File: config.mk
export PLATFORM = sky130hd
export DESIGN_NAME = sd_dat_rx
export DESIGN_NICKNAME = d
export VERILOG_FILES = /design/src/rtl/sd_dat_rx.sv
export SDC_FILE = /design/constraint.sdc
export NUM_CORES = 1
export LEC_CHECK = 0
export CORE_UTILIZATION = 50
export CTS_CLUSTER_DIAMETER = 150
export DETAILED_ROUTE_END_ITERATION = 10
export GPL_ROUTABILITY_DRIVEN = 1
export PLACE_DENSITY = 0.79
export SYNTH_ARGS = -nofsm -noshare
export SYNTH_HDL_FRONTEND = slang
export SYNTH_SLANG_ARGS = --single-unit
File: constraint.sdc
create_clock -name clk -period 5.4 [get_ports clk]
set_input_delay 0.54 -clock clk [delete_from_list [all_inputs] [get_ports clk]]
set_output_delay 0.54 -clock clk [all_outputs]
set_load 0.03 [all_outputs]
File: src/rtl/sd_dat_rx.sv
// sd_dat_rx: SD 4-bit DAT-line block receiver.
// Data nibbles are sampled on sd_clk_rise, packed into 32-bit words and
// buffered in a FIFO that is read through an Avalon-MM register interface.
// Optional feature macro: SD_DAT_RX_CRC_EN enables per-line CRC16 checking.
//
// state          | meaning
// S_IDLE         | waiting for a start command
// S_WAIT_START   | waiting for the all-zero start nibble, timeout running
// S_DATA         | receiving data nibbles, high nibble of each byte first
// S_CRC          | 16 CRC bits per line, MSB first
// S_END_BIT      | end bit, all lines must be high
module sd_dat_rx #(
  parameter int FIFO_DEPTH = 16
) (
  input  logic        clk,
  input  logic        reset_n,
  input  logic        sd_clk_rise,
  input  logic [3:0]  sd_dat_in,
  output logic        sd_clk_hold,
  input  logic [1:0]  address,
  input  logic        chipselect,
  input  logic        read_n,
  input  logic        write_n,
  input  logic [31:0] writedata,
  output logic [31:0] readdata,
  output logic        irq
);

  localparam int PTR_W = $clog2(FIFO_DEPTH);
  localparam int LVL_W = PTR_W + 1;
  localparam logic [LVL_W-1:0] LVL_FULL = LVL_W'(FIFO_DEPTH);

  localparam logic [2:0] S_IDLE       = 3'd0;
  localparam logic [2:0] S_WAIT_START = 3'd1;
  localparam logic [2:0] S_DATA       = 3'd2;
  localparam logic [2:0] S_CRC        = 3'd3;
  localparam logic [2:0] S_END_BIT    = 3'd4;

  logic [2:0]       state_q, state_d;
  logic [15:0]      tick_cnt_q, tick_cnt_d;
  logic [2:0]       nib_cnt_q, nib_cnt_d;
  logic [27:0]      shift_q, shift_d;
  logic [9:0]       word_cnt_q, word_cnt_d;
  logic [3:0]       crc_cnt_q, crc_cnt_d;
  logic             done_q, done_d;
  logic             crc_err_q, crc_err_d;
  logic             end_err_q, end_err_d;
  logic             tmo_flag_q, tmo_flag_d;
  logic             overrun_q, overrun_d;
  logic [15:0]      tmo_reg_q, tmo_reg_d;
  logic [11:0]      blk_len_q, blk_len_d;
  logic [31:0]      readdata_q, readdata_d;
  logic [PTR_W-1:0] wr_ptr_q, wr_ptr_d;
  logic [PTR_W-1:0] rd_ptr_q, rd_ptr_d;
  logic [LVL_W-1:0] level_q, level_d;
  logic [31:0]      mem_q [FIFO_DEPTH];

  logic             wr_en;
  logic             rd_en;
  logic             start;
  logic             abort;
  logic             pop;
  logic             push;
  logic             push_ok;
  logic             fifo_full;
  logic             fifo_empty;
  logic             crc_mismatch;
  logic [9:0]       words_last;
  logic [31:0]      push_word;
  logic [31:0]      status_w;
  logic             unused_wdata;

  assign wr_en      = chipselect & ~write_n;
  assign rd_en      = chipselect & ~read_n;
  assign start      = wr_en & (address == 2'd1) & writedata[0];
  assign abort      = wr_en & (address == 2'd1) & writedata[1];
  assign fifo_full  = (level_q == LVL_FULL);
  assign fifo_empty = (level_q == '0);
  assign pop        = rd_en & (address == 2'd0) & ~fifo_empty;
  assign push_ok    = push & ~fifo_full & ~abort;
  assign push_word  = {shift_q, sd_dat_in};

  // A block shorter than one word still transfers one word.
  assign words_last = (blk_len_q[11:2] == 10'd0) ? 10'd0 : (blk_len_q[11:2] - 10'd1);

  assign sd_clk_hold  = (state_q == S_DATA) & fifo_full;
  assign irq          = done_q | crc_err_q | end_err_q | tmo_flag_q | overrun_q;
  assign readdata     = readdata_q;
  assign unused_wdata = ^writedata[31:16];

`ifdef SD_DAT_RX_CRC_EN
  logic [15:0] crc_q [4];
  logic [15:0] crc_d [4];

  function automatic logic [15:0] crc16_step(input logic [15:0] crc, input logic bit_in);
    logic fb;
    fb = crc[15] ^ bit_in;
    return {crc[14:0], 1'b0} ^ (fb ? 16'h1021 : 16'h0000);
  endfunction

  // Per-line CRC: cleared on the start nibble, fed by data bits, then shifted
  // out MSB first and compared against the received CRC bits.
  always_comb begin
    crc_mismatch = 1'b0;
    for (int l = 0; l < 4; l++) begin
      crc_d[l] = crc_q[l];
      if (sd_clk_rise) begin
        if (state_q == S_WAIT_START && sd_dat_in == 4'h0) begin
          crc_d[l] = 16'h0000;
        end else if (state_q == S_DATA) begin
          crc_d[l] = crc16_step(crc_q[l], sd_dat_in[l]);
        end else if (state_q == S_CRC) begin
          crc_d[l] = {crc_q[l][14:0], 1'b0};
          if (sd_dat_in[l] != crc_q[l][15]) crc_mismatch = 1'b1;
        end
      end
    end
  end

  // CRC line registers.
  always_ff @(posedge clk or negedge reset_n) begin
    if (!reset_n) begin
      for (int l = 0; l < 4; l++) crc_q[l] <= 16'h0000;
    end else begin
      for (int l = 0; l < 4; l++) crc_q[l] <= crc_d[l];
    end
  end
`else
  // CRC bits are clocked through by the FSM but never checked.
  assign crc_mismatch = 1'b0;
`endif

  // Receive sequencing; start/abort act on the next clk, everything else on SD ticks.
  always_comb begin
    state_d    = state_q;
    tick_cnt_d = tick_cnt_q;
    nib_cnt_d  = nib_cnt_q;
    shift_d    = shift_q;
    word_cnt_d = word_cnt_q;
    crc_cnt_d  = crc_cnt_q;
    done_d     = done_q;
    crc_err_d  = crc_err_q;
    end_err_d  = end_err_q;
    tmo_flag_d = tmo_flag_q;
    overrun_d  = overrun_q;
    push       = 1'b0;

    case (state_q)
      S_IDLE: begin
        if (start && !abort) begin
          done_d     = 1'b0;
          crc_err_d  = 1'b0;
          end_err_d  = 1'b0;
          tmo_flag_d = 1'b0;
          overrun_d  = 1'b0;
          tick_cnt_d = 16'd0;
          state_d    = S_WAIT_START;
        end
      end
      S_WAIT_START: begin
        if (sd_clk_rise) begin
          if (sd_dat_in == 4'h0) begin
            nib_cnt_d  = 3'd0;
            word_cnt_d = 10'd0;
            state_d    = S_DATA;
          end else begin
            tick_cnt_d = tick_cnt_q + 16'd1;
            if (tmo_reg_q != 16'd0 && (tick_cnt_q + 16'd1) == tmo_reg_q) begin
              tmo_flag_d = 1'b1;
              state_d    = S_IDLE;
            end
          end
        end
      end
      S_DATA: begin
        if (sd_clk_rise) begin
          shift_d   = {shift_q[23:0], sd_dat_in};
          nib_cnt_d = nib_cnt_q + 3'd1;
          if (nib_cnt_q == 3'd7) begin
            push = 1'b1;
            if (fifo_full) overrun_d = 1'b1;
            word_cnt_d = word_cnt_q + 10'd1;
            if (word_cnt_q == words_last) begin
              crc_cnt_d = 4'd0;
              state_d   = S_CRC;
            end
          end
        end
      end
      S_CRC: begin
        if (sd_clk_rise) begin
          if (crc_mismatch) crc_err_d = 1'b1;
          crc_cnt_d = crc_cnt_q + 4'd1;
          if (crc_cnt_q == 4'd15) state_d = S_END_BIT;
        end
      end
      S_END_BIT: begin
        if (sd_clk_rise) begin
          if (sd_dat_in != 4'hF) end_err_d = 1'b1;
          done_d  = 1'b1;
          state_d = S_IDLE;
        end
      end
      default: state_d = S_IDLE;
    endcase

    if (abort) begin
      state_d   = S_IDLE;
      nib_cnt_d = 3'd0;
      shift_d   = 28'd0;
    end
  end

  // FIFO pointers and fill level; abort flushes.
  always_comb begin
    wr_ptr_d = wr_ptr_q;
    rd_ptr_d = rd_ptr_q;
    level_d  = level_q;
    if (abort) begin
      wr_ptr_d = '0;
      rd_ptr_d = '0;
      level_d  = '0;
    end else begin
      if (push_ok) wr_ptr_d = wr_ptr_q + PTR_W'(1);
      if (pop)     rd_ptr_d = rd_ptr_q + PTR_W'(1);
      case ({push_ok, pop})
        2'b10:   level_d = level_q + LVL_W'(1);
        2'b01:   level_d = level_q - LVL_W'(1);
        default: level_d = level_q;
      endcase
    end
  end

  // Register writes and registered read data.
  always_comb begin
    tmo_reg_d  = tmo_reg_q;
    blk_len_d  = blk_len_q;
    readdata_d = readdata_q;

    status_w            = 32'd0;
    status_w[0]         = (state_q != S_IDLE);
    status_w[1]         = done_q;
    status_w[2]         = crc_err_q;
    status_w[3]         = end_err_q;
    status_w[4]         = tmo_flag_q;
    status_w[5]         = overrun_q;
    status_w[6 +: LVL_W] = level_q;

    if (wr_en && address == 2'd2) tmo_reg_d = writedata[15:0];
    if (wr_en && address == 2'd3) blk_len_d = writedata[11:0];

    if (rd_en) begin
      case (address)
        2'd0:    readdata_d = fifo_empty ? 32'd0 : mem_q[rd_ptr_q];
        2'd1:    readdata_d = status_w;
        2'd2:    readdata_d = {16'd0, tmo_reg_q};
        default: readdata_d = {20'd0, blk_len_q};
      endcase
    end
  end

  // State, counters, flags and registers.
  always_ff @(posedge clk or negedge reset_n) begin
    if (!reset_n) begin
      state_q    <= S_IDLE;
      tick_cnt_q <= 16'd0;
      nib_cnt_q  <= 3'd0;
      shift_q    <= 28'd0;
      word_cnt_q <= 10'd0;
      crc_cnt_q  <= 4'd0;
      done_q     <= 1'b0;
      crc_err_q  <= 1'b0;
      end_err_q  <= 1'b0;
      tmo_flag_q <= 1'b0;
      overrun_q  <= 1'b0;
      tmo_reg_q  <= 16'hFFFF;
      blk_len_q  <= 12'd512;
      readdata_q <= 32'd0;
      wr_ptr_q   <= '0;
      rd_ptr_q   <= '0;
      level_q    <= '0;
    end else begin
      state_q    <= state_d;
      tick_cnt_q <= tick_cnt_d;
      nib_cnt_q  <= nib_cnt_d;
      shift_q    <= shift_d;
      word_cnt_q <= word_cnt_d;
      crc_cnt_q  <= crc_cnt_d;
      done_q     <= done_d;
      crc_err_q  <= crc_err_d;
      end_err_q  <= end_err_d;
      tmo_flag_q <= tmo_flag_d;
      overrun_q  <= overrun_d;
      tmo_reg_q  <= tmo_reg_d;
      blk_len_q  <= blk_len_d;
      readdata_q <= readdata_d;
      wr_ptr_q   <= wr_ptr_d;
      rd_ptr_q   <= rd_ptr_d;
      level_q    <= level_d;
    end
  end

  // FIFO storage; contents are only meaningful between the pointers.
  always_ff @(posedge clk) begin
    if (push_ok) mem_q[wr_ptr_q] <= push_word;
  end

endmodule

==> impl_metrics.tcl <==
set metrics [dict create \
    routed-wl-met3_um 4840 \
    numCtsBuffers 59 \
    rr_worst_depth 7 \
    commonest_register_cell_after_synthesis "sky130_fd_sc_hd__edfxtp_1" \
    maxSlewViolCount 0 \
    finalHoldViolCount 0 \
    xor_xnor_share_of_the_synthesized_area 0.0130 \
    final_nets 1710 \
    synth_top_area_share 0.569 \
    worst_slew_pin_slew_ns 1.28 \
    met1_length_um 24600 \
    hold_class "in -> async" \
    synth_fa_ha_area_frac 0.00722 \
    rr_startpoint "state_q[0]" \
    grt_setup_unrepaired "false" \
    synth-warning-count 0 \
    number_of_antenna_violations_at_the_first_check_in_global_routing 0 \
    critical_path_required_ns 5.71 \
    remaining_number_of_nets_flagged_by_the_antenna_check_after_routing 0 \
    place.detailed.hpwl_um 34100 \
    fin_cells 2390 \
    die_h_um 235 \
    synthCells 1595 \
    minimum_clock_period_after_layout_ns 3.87 \
    synth_top_family_by_area "multiplexers" \
    mappedNetlistNets 1654 \
    clock_sinks 653 \
    powerDensity_mw_per_mm2 392 \
    tritoncts_clock_tree "yes" \
    ys_seq_elements 653 \
    netSwitchingFraction 0.253 \
    run_status "finished, final reports clean" \
    route.detailed.drc 0 \
    start_kind "register" \
    area_growth_pct 12.9 \
    slew-limit-headroom 0.142 \
    place_inst 2277 \
    average_cell_area_after_synthesis_um2 17.0 \
    drt-wirelength-per-cell_um 26.1 \
    startpoint "state_q[0]" \
    global_route_usage_sum 0.233 \
    pwr-share-comb 0.116 \
    reg2reg_setup_slack_ns 1.53 \
    drtPass1Iterations 7 \
    leakage_nw 10.0 \
    number_of_gates_given_a_new_drive_strength_after_cts 0 \
    skew_ns 0.0321 \
    postCtsSetupRepairBufs 0 \
    clk_pin_slew_ns 0.06 \
    grt_pass1_vias 15500 \
    drive_gt1_frac 0.215 \
    start_util 0.511 \
    clk_latency_ns 0.66 \
    die-area_mm2 0.0550 \
    synth_most_common_cell "sky130_fd_sc_hd__edfxtp_1" \
    report.final.setup_viol 0 \
    topRoutingLayerUsed "met4" \
    route.vias.total 15000 \
    numPortBuffers 61 \
    num_ports 78 \
    maxcap_viol_count 0 \
    initialDrtViolationCount 1818 \
    root_buffer "sky130_fd_sc_hd__clkbuf_16" \
    critical_path.reg2reg.endpoint "mem_q[7][2]" \
    seq_pwr_share 0.516 \
    synth_top_area_cell "sky130_fd_sc_hd__edfxtp_1" \
    gpl.final_weighted_congestion 0.875 \
    critical_path_arrival_ns 4.17 \
    synth.distinct_cells 74 \
    post_synth_mux_area_share 0.145 \
    diodes 0 \
    sum_of_met2_wire_segment_lengths_after_detailed_routing_um 31200 \
    cell_area_synth_mm2 0.0270 \
    route.final.wire_length_um 62400 \
    grt_first_pass_wirelength_um 94100 \
    grt_start_max_net_pins 75 \
    yosys.area_share.simple 0.0618 \
    core-area_mm2 0.0530 \
    path_max_fanout 20 \
    fmax_mhz 259 \
    synth-async-reset-ratio 0.216 \
    die_width_um 235 \
    synth_enable_flop_cells 512 \
    htree_num_levels 2 \
    p_switching_mw 3.03 \
    routed_via_density 6.28 \
    leading_post_synthesis_cells_by_cell_area "sky130_fd_sc_hd__edfxtp_1, sky130_fd_sc_hd__mux4_2, sky130_fd_sc_hd__dfrtp_1" \
    synth_compound_gate_area_share 0.0527 \
    vdd_ir_drop_max_uv 284 \
    final.setup.tns_ns 0 \
    clock_path_buffers 3 \
    grt.overflow.total 0 \
    synth_common_cells "sky130_fd_sc_hd__edfxtp_1, sky130_fd_sc_hd__mux4_2, sky130_fd_sc_hd__dfrtp_1, sky130_fd_sc_hd__nand2_1, sky130_fd_sc_hd__clkbuf_1" \
    timing.critical_path.to_type "register" \
    internal_power_component_mw 8.95 \
    synth.yosys.seq_area_share 0.700 \
    std_cell_rows 84 \
    layout_worst_path_cycle_share 0.716 \
    p_clk_frac 0.368 \
    critPathKind "reg -> reg" \
]
==> logic make-up after synthesis <==
family / after synthesis
flip-flops: 653
AND/OR/NAND/NOR: 329
AO/OA/AOI/OAI: 219
multiplexers: 208
buffers and inverters: 131
XOR/XNOR: 40
adder cells (fa/ha/maj): 15
==> flip-flops by register name, summed over array words and instances, names as in the netlist, 3 cells and up <==
signal,count
word_cnt_q,10
state_q,3
nib_cnt_q,3
blk_len_q,12
crc_cnt_q,4
tick_cnt_q,16
shift_q,28
level_q,5
wr_ptr_q,4
mem_q,512
rd_ptr_q,4
readdata,32
tmo_reg_q,16
==> through the flow <==
step	setup WS (ns)	power [mW]	hold slack (ns)	utilization	cell area, um2
after floorplan	0.258	7.18	0.244	-	27000
after global placement	1.26	7.59	0.465	0.537	28400
after detailed placement	1.27	7.66	0.473	0.537	28400
after CTS	1.54	12.0	0.469	0.576	30500
after global routing	1.29	12.4	0.512	0.576	30500
final	1.53	12.0	0.462	0.576	30500
==> worst max-delay path, cell delays in order (launching register included) <==
cell	delay, ns
sky130_fd_sc_hd__dfrtp_1	0.53
sky130_fd_sc_hd__nor3b_1	0.65
sky130_fd_sc_hd__nand3_1	0.17
sky130_fd_sc_hd__a21oi_2	0.34
sky130_fd_sc_hd__nand2_1	0.29
sky130_fd_sc_hd__nor3b_1	0.39
sky130_fd_sc_hd__and2_2	0.72
sky130_fd_sc_hd__buf_4	0.42
==> worst max-delay path by stage <==
| stage | cells after the start | endpoint |
|---|---|---|
| floorplan | 6 | mem_q[3][0] |
| global placement | 13 | level_q[4] |
| detailed placement | 13 | level_q[4] |
| CTS | 7 | mem_q[7][2] |
| global route | 7 | mem_q[7][2] |
| finish | 7 | mem_q[7][2] |
==> power groups by stage <==
| stage | sequential (mW) | clock [mW] | combinational, mW |
|---|---|---|---|
| after floorplan | 6.12 | 0 | 1.06 |
| after global placement | 6.25 | 0 | 1.34 |
| after detailed placement | 6.28 | 0 | 1.38 |
| after CTS | 6.17 | 4.48 | 1.40 |
| after global routing | 6.22 | 4.65 | 1.51 |
| final | 6.18 | 4.41 | 1.39 |
==> routing by layer <==
layer | GRT usage | vias to the layer above
li1 | - | 6400
met1 | 0.308 | 7732
met2 | 0.389 | 750
met3 | 0.0437 | 128
met4 | 0.0790 | 0
met5 | 0 | -
==> cell type report <==
cell class	instances	area, um2
Clock buffer	74	1600
Clock inverter	38	467
Fill cell	3906	22500
Inverter	34	128
Multi-Input combinational cell	811	7650
Sequential cell	653	18900
Tap cell	688	861
Timing Repair Buffer	92	872
==> placed cells by master, fill, tap and decap left out, types with 12 or more instances in the layout <==
cell type / instances
sky130_fd_sc_hd__edfxtp_1: 512
sky130_fd_sc_hd__mux4_2: 144
sky130_fd_sc_hd__dfrtp_1: 120
sky130_fd_sc_hd__nand2_1: 113
sky130_fd_sc_hd__a21oi_1: 62
sky130_fd_sc_hd__clkdlybuf4s50_1: 60
sky130_fd_sc_hd__nor2_1: 59
sky130_fd_sc_hd__clkbuf_16: 59
sky130_fd_sc_hd__o21ai_0: 57
sky130_fd_sc_hd__inv_1: 34
sky130_fd_sc_hd__mux2_2: 33
sky130_fd_sc_hd__mux2i_1: 31
sky130_fd_sc_hd__buf_4: 28
sky130_fd_sc_hd__xnor2_1: 24
sky130_fd_sc_hd__nand4_1: 22
sky130_fd_sc_hd__nor2b_1: 20
sky130_fd_sc_hd__nand3_1: 17
sky130_fd_sc_hd__dfstp_2: 17
sky130_fd_sc_hd__a22o_1: 16
sky130_fd_sc_hd__xor2_1: 16
sky130_fd_sc_hd__ha_1: 14
sky130_fd_sc_hd__clkinv_2: 14
sky130_fd_sc_hd__nor4_1: 13
sky130_fd_sc_hd__o22ai_1: 12
==> what timing repair did <==
item                       4_1_cts  5_1_grt
hold buffers                     1        0
hold endpoints to repair        50        0
setup endpoints to repair        0        0
Note: power is estimated with default switching activity, not from simulation.
